File: src/rtl/wb_pkg.sv
// rtl/wb_pkg.sv - shared bus widths and arbiter state encoding for the wishbone arbiter slice
package wb_pkg;

  localparam int ADDR_W_DEF = 32;
  localparam int DATA_W_DEF = 64;

  typedef enum logic [1:0] {
    IDLE  = 2'd0,
    OWN0  = 2'd1,
    OWN1  = 2'd2,
    ABORT = 2'd3
  } arb_state_t;

endpackage

File: src/rtl/wb_watchdog.sv
// rtl/wb_watchdog.sv - saturating stall counter that flags the TIMEOUT-th consecutive stalled cycle
module wb_watchdog #(
  parameter int TIMEOUT = 255
) (
  input  logic clk,
  input  logic rst_n,
  input  logic clr,
  input  logic en,
  output logic hit
);

  localparam int CW = $clog2(TIMEOUT + 1);
  localparam logic [CW-1:0] LAST = CW'(TIMEOUT - 1);
  localparam logic [CW-1:0] MAX  = CW'(TIMEOUT);

  logic [CW-1:0] cnt;

  always_ff @(posedge clk or negedge rst_n) begin
    if (!rst_n) begin
      cnt <= '0;
    end else if (clr || !en) begin
      cnt <= '0;
    end else if (cnt != MAX) begin
      cnt <= cnt + CW'(1);
    end
  end

  // cnt holds the stalls before this cycle, so this stalled cycle is the TIMEOUT-th one
  assign hit = en && !clr && (cnt >= LAST);

endmodule

File: src/rtl/wb_arbiter_2m.sv
// rtl/wb_arbiter_2m.sv - two-master round-robin wishbone classic arbiter with hung-transfer abort
module wb_arbiter_2m
  import wb_pkg::*;
#(
  parameter int ADDR_W  = ADDR_W_DEF,
  parameter int DATA_W  = DATA_W_DEF,
  parameter int TIMEOUT = 255
) (
  input  logic              clk,
  input  logic              rst_n,
  input  logic              m0_cyc_i,
  input  logic              m0_stb_i,
  input  logic              m0_we_i,
  input  logic [ADDR_W-1:0] m0_addr_i,
  input  logic [DATA_W-1:0] m0_data_i,
  output logic [DATA_W-1:0] m0_data_o,
  output logic              m0_ack_o,
  output logic              m0_err_o,
  input  logic              m1_cyc_i,
  input  logic              m1_stb_i,
  input  logic              m1_we_i,
  input  logic [ADDR_W-1:0] m1_addr_i,
  input  logic [DATA_W-1:0] m1_data_i,
  output logic [DATA_W-1:0] m1_data_o,
  output logic              m1_ack_o,
  output logic              m1_err_o,
  output logic              s_cyc_o,
  output logic              s_stb_o,
  output logic              s_we_o,
  output logic [ADDR_W-1:0] s_addr_o,
  output logic [DATA_W-1:0] s_data_o,
  input  logic [DATA_W-1:0] s_data_i,
  input  logic              s_ack_i,
  output logic [1:0]        gnt_o,
  output logic              timeout_o
);

  arb_state_t state, state_nxt;
  logic       last_q, last_nxt;
  logic       wd_hit;

  wb_watchdog #(.TIMEOUT(TIMEOUT)) u_watchdog (
    .clk   (clk),
    .rst_n (rst_n),
    .clr   (s_ack_i),
    .en    (s_stb_o),
    .hit   (wd_hit)
  );

  // last_q = 1 means m1 was served last; it also names the owner while in ABORT
  always_ff @(posedge clk or negedge rst_n) begin
    if (!rst_n) begin
      state  <= IDLE;
      last_q <= 1'b1;
    end else begin
      state  <= state_nxt;
      last_q <= last_nxt;
    end
  end

  always_comb begin
    state_nxt = state;
    last_nxt  = last_q;
    case (state)
      IDLE: begin
        if (m0_cyc_i && m1_cyc_i) begin
          state_nxt = last_q ? OWN0 : OWN1;
        end else if (m0_cyc_i) begin
          state_nxt = OWN0;
        end else if (m1_cyc_i) begin
          state_nxt = OWN1;
        end
      end
      OWN0: begin
        if (!m0_cyc_i || wd_hit) begin
          state_nxt = m0_cyc_i ? ABORT : IDLE;
          last_nxt  = 1'b0;
        end
      end
      OWN1: begin
        if (!m1_cyc_i || wd_hit) begin
          state_nxt = m1_cyc_i ? ABORT : IDLE;
          last_nxt  = 1'b1;
        end
      end
      default: state_nxt = IDLE;
    endcase
  end

  // stb is qualified by the owner's cyc so a release with stb still high never reaches the slave
  always_comb begin
    s_cyc_o   = 1'b0;
    s_stb_o   = 1'b0;
    s_we_o    = 1'b0;
    s_addr_o  = '0;
    s_data_o  = '0;
    m0_data_o = '0;
    m0_ack_o  = 1'b0;
    m0_err_o  = 1'b0;
    m1_data_o = '0;
    m1_ack_o  = 1'b0;
    m1_err_o  = 1'b0;
    timeout_o = 1'b0;
    case (state)
      OWN0: begin
        s_cyc_o   = 1'b1;
        s_stb_o   = m0_stb_i & m0_cyc_i;
        s_we_o    = m0_we_i;
        s_addr_o  = m0_addr_i;
        s_data_o  = m0_data_i;
        m0_ack_o  = s_ack_i & m0_stb_i;
        m0_data_o = s_data_i;
      end
      OWN1: begin
        s_cyc_o   = 1'b1;
        s_stb_o   = m1_stb_i & m1_cyc_i;
        s_we_o    = m1_we_i;
        s_addr_o  = m1_addr_i;
        s_data_o  = m1_data_i;
        m1_ack_o  = s_ack_i & m1_stb_i;
        m1_data_o = s_data_i;
      end
      ABORT: begin
        timeout_o = 1'b1;
        m0_err_o  = ~last_q;
        m1_err_o  = last_q;
      end
      default: ;
    endcase
  end

  assign gnt_o = {state == OWN1, state == OWN0};

endmodule
File: config.mk
export PLATFORM = sky130hd
export DESIGN_NAME = wb_arbiter_2m
export DESIGN_NICKNAME = d
export VERILOG_FILES = /design/src/rtl/wb_pkg.sv /design/src/rtl/wb_watchdog.sv /design/src/rtl/wb_arbiter_2m.sv
export SDC_FILE = /design/constraint.sdc
export NUM_CORES = 1
export LEC_CHECK = 0
export CORE_AREA = 4 4 192 194
export CTS_BUF_LIST = sky130_fd_sc_hd__clkbuf_4
export DETAILED_ROUTE_END_ITERATION = 6
export DIE_AREA = 0 0 196 198
export SLEW_MARGIN = 20
export SYNTH_ARGS = -nofsm -noshare
export SYNTH_HDL_FRONTEND = slang
export SYNTH_SLANG_ARGS = --single-unit
File: constraint.sdc
create_clock -name clk -period 2.43 [get_ports clk]
set_input_delay 0.243 -clock clk [delete_from_list [all_inputs] [get_ports clk]]
set_output_delay 0.243 -clock clk [all_outputs]
set_load 0.005 [all_outputs]
==> results.cfg, run 1 <==
[outcome]
status = completed

[route]
drt_first_iter_violations = 197
postRouteAntennaNets = 0
routed_wl_um = 24150
vias = 5144
routedWlPerCell_um = 17.38
dr.pass1.iters = 6
drc = 0
viasPerCell = 3.701

[worst_setup_path]
critPathArrivalTime_ns = 2.15
worstSetupStartpointType = flip-flop
worstPathRequired_ns = 2.19
r2r-end = state[0]
critical_path_buf_inv_count = 3
cpPeakStageDelay_ns = 0.51
crit_family = buffers and inverters
cp-startpoint = state[1]
worst-setup-path-type = flip-flop to output port
critPathCaptureType = output port
regToRegSetupSlack_ns = 0.35
critPathSlowestCell = clkdlybuf4s50_1
cp_num_cells = 5
path_cells = inv_4 -> ha_2 -> buf_12 -> nor2b_2 -> clkdlybuf4s50_1
crit_fanout = 79
r2r_cells = 8
crit_end = s_data_o[58]
r2r-start = state[1]

[clock_tree]
cts_tree = built
cts_made_buffers = 3
cts.path.max_buffers = 2
cts.clk_slew.worst_paths_ns = 0.07
clock_latency_ns = 0.27
h-tree-depth = 1
cts_sinks = 11
root_buffer = clkbuf_4
holdBufCountCts = 0

[yosys]
yosysWarnings = 0
synthFlopType = dfrtp_1
synth_xor_area_share_pct = 1.132
yosys.area_share.simple_pct = 50.79
synth_adder_area_share_pct = 2.831
ys_ff_latch = 11
synth_edf_count = 0
syn_area_um2 = 3094
ys_types = 37
synth_compound_area_share_pct = 29.32
synth-seq-area-share_pct = 8.937
avgSynthCellArea_um2 = 6.922
synth.largest_area_cell = and2_1
synthArstFlopShare_pct = 100.0
synth.area.top_cells = and2_1, a22oi_1, nor2b_1
synthMuxAreaShare_pct = 0
syn-num-nets = 719
synth_top_family_by_area = simple AND/OR/NAND/NOR gates
synth_top_area_share_pct = 26.08
synthCells = 447

[min_path]
hold_path_class = input port to asynchronous set/reset pin

[floorplan]
initial_core_util_pct = 8.784
chipHeight_um = 198
die_width_um = 196
num_rows = 69
ios = 499
die_area_um2 = 38810
coreArea_um2 = 35220

[timing]
grt_setup_unrepaired = yes
max_freq_mhz = 418.6
worst_slack_ns = 0.04119
drv_slew = 0
setup_viol = 0
fin_crit_sh_pct = 98.30
finalSetupTns_ns = 0
hold_viol = 0
fin_crit_ns = 2.389
slew_headroom_pct = 65.96
worst_pin_slew_ns = 0.5090
skew_ns = 0.003298

[global_routing]
grt_pass1_vias = 5214
grt_max_degree = 80
antenna_found_initial = 0
grt_usage_pct = 10.75
grt-ovfl-total = 0
grt_pass1_wl_um = 32860

[pwr]
powerDensity_nw_per_um2 = 789.3
finalPower_mw = 7.219
p_leak_nw = 3.627
irDropWorstVdd_mv = 0.6322

[final_layout]
area_growth_syn_to_layout_pct = 195.6
layout.nets = 1201
drive_gt1_share_pct = 5.927

[job]
maxCapViolCount = 0

[placed_design]
gp_congestion = 0.8545
portBuffers = 498
pre_cts_ws_ns = 0.1883
hpwlAfterDp_um = 18740
## what timing repair did
item | in CTS | in global routing
cloned | 5 | 1
pin swaps | 1 | 1
setup endpoints to repair | 93 | 67
buffers inserted | 4 | 3
gates resized for setup | 28 | 40
## Yosys cell counts (2+ instances only)
| cell type | count |
|---|---|
| and2_1 | 129 |
| nor2b_1 | 99 |
| a22oi_1 | 98 |
| clkbuf_1 | 39 |
| dfrtp_1 | 10 |
| ha_1 | 7 |
| nor2_1 | 6 |
| buf_2 | 5 |
| inv_1 | 5 |
| xnor2_1 | 4 |
| a211oi_1 | 3 |
| a21oi_1 | 3 |
| buf_1 | 3 |
| nand2_1 | 3 |
| nand4_1 | 3 |
| o21ai_1 | 3 |
| a31oi_1 | 2 |
| and3_1 | 2 |
| and4_1 | 2 |
| buf_4 | 2 |
| nand2b_1 | 2 |
| o2bb2ai_1 | 2 |
## state kept, by name (all words and copies together), names as in the netlist
| register | count |
|---|---|
| u_watchdog.cnt | 8 |
| last_q | 1 |
| state | 2 |
## placed cells by master (no fill, tap or decap), drive strengths merged, types with 2 or more instances in the layout
master         Yosys  routed
nand4              4       4
dlygate4sd2        0      13
nor2b             99      99
bufbuf             0       2
xnor2              4       4
a22oi             98      98
and2             129     129
nand2              3       3
clkbuf            39       5
inv                5       5
o2bb2ai            2       2
a21oi              3       3
and3               2       2
dfrtp             10      10
clkdlybuf4s50      0     457
nor2               6       6
and4               2       2
a31oi              2       2
buf               10      25
nand2b             2       2
dlymetal6s2s       0      28
a211oi             3       3
o21ai              4       4
ha                 7       7
a2111oi            2       2
## per-stage QoR
step	cell area (um2)	instances	hold slack, ns	util [%]
3_3_place_gp	8711	1372	0.5337	24.73
2_1_floorplan	3094	447	-0.05259	-
3_5_place_dp	8711	1372	0.5358	24.73
4_1_cts	8979	1385	0.3199	25.49
6_report	9146	1390	0.3090	25.97
5_1_grt	9144	1389	0.3312	25.96
## layout make-up
class | instances | area [um2]
Timing Repair Buffer | 526 | 5559
Fill cell | 3808 | 26080
Inverter | 5 | 21.27
Tap cell | 461 | 576.8
Multi-Input combinational cell | 382 | 2679
Antenna cell | 1 | 2.502
Clock buffer | 4 | 30.03
Sequential cell | 11 | 277.8
## worst min path at each step
stage / from / endpoint / slack, ns / cells after the start
2_1_floorplan: rst_n / state[0] / -0.05 / 0
3_3_place_gp: last_q / last_q / 0.53 / 1
3_5_place_dp: last_q / last_q / 0.54 / 1
4_1_cts: rst_n / u_watchdog.cnt[1] / 0.32 / 1
5_1_grt: rst_n / u_watchdog.cnt[3] / 0.33 / 1
6_report: rst_n / u_watchdog.cnt[1] / 0.31 / 1
## report_power, final
group          leakage, nW  internal [mW]  switching [mW]
clock network       0.0184         0.0748          0.0609
logic                 3.46           4.03            2.80
registers            0.147          0.216          0.0295
total                 3.63           4.32            2.89
## metal layers
layer,GRT usage [%],vias to the layer above,wire length (um)
met2,19.77,205,12530
met3,1.753,14,1441
met5,0,-,0
met4,1.293,0,259
li1,-,2516,-
met1,13.59,2409,9928
## kinds of logic after synthesis
| group | after synthesis |
|---|---|
| simple gates | 252 |
| fa+ha+maj | 7 |
| compound gates | 119 |
| xor+xnor | 4 |
| buf+inv | 54 |
| flops | 11 |
Power figures use the tool's default switching activity.
==> run 2: changes to the inputs <==
--- a/config.mk
+++ b/config.mk
@@ -9,7 +9,6 @@
 export CTS_BUF_LIST = sky130_fd_sc_hd__clkbuf_4
 export DETAILED_ROUTE_END_ITERATION = 6
 export DIE_AREA = 0 0 196 198
-export SLEW_MARGIN = 20
 export SYNTH_ARGS = -nofsm -noshare
 export SYNTH_HDL_FRONTEND = slang
 export SYNTH_SLANG_ARGS = --single-unit
==> results of run 2 <==
Final layout, timing and power as in run 1 (identical DEF).
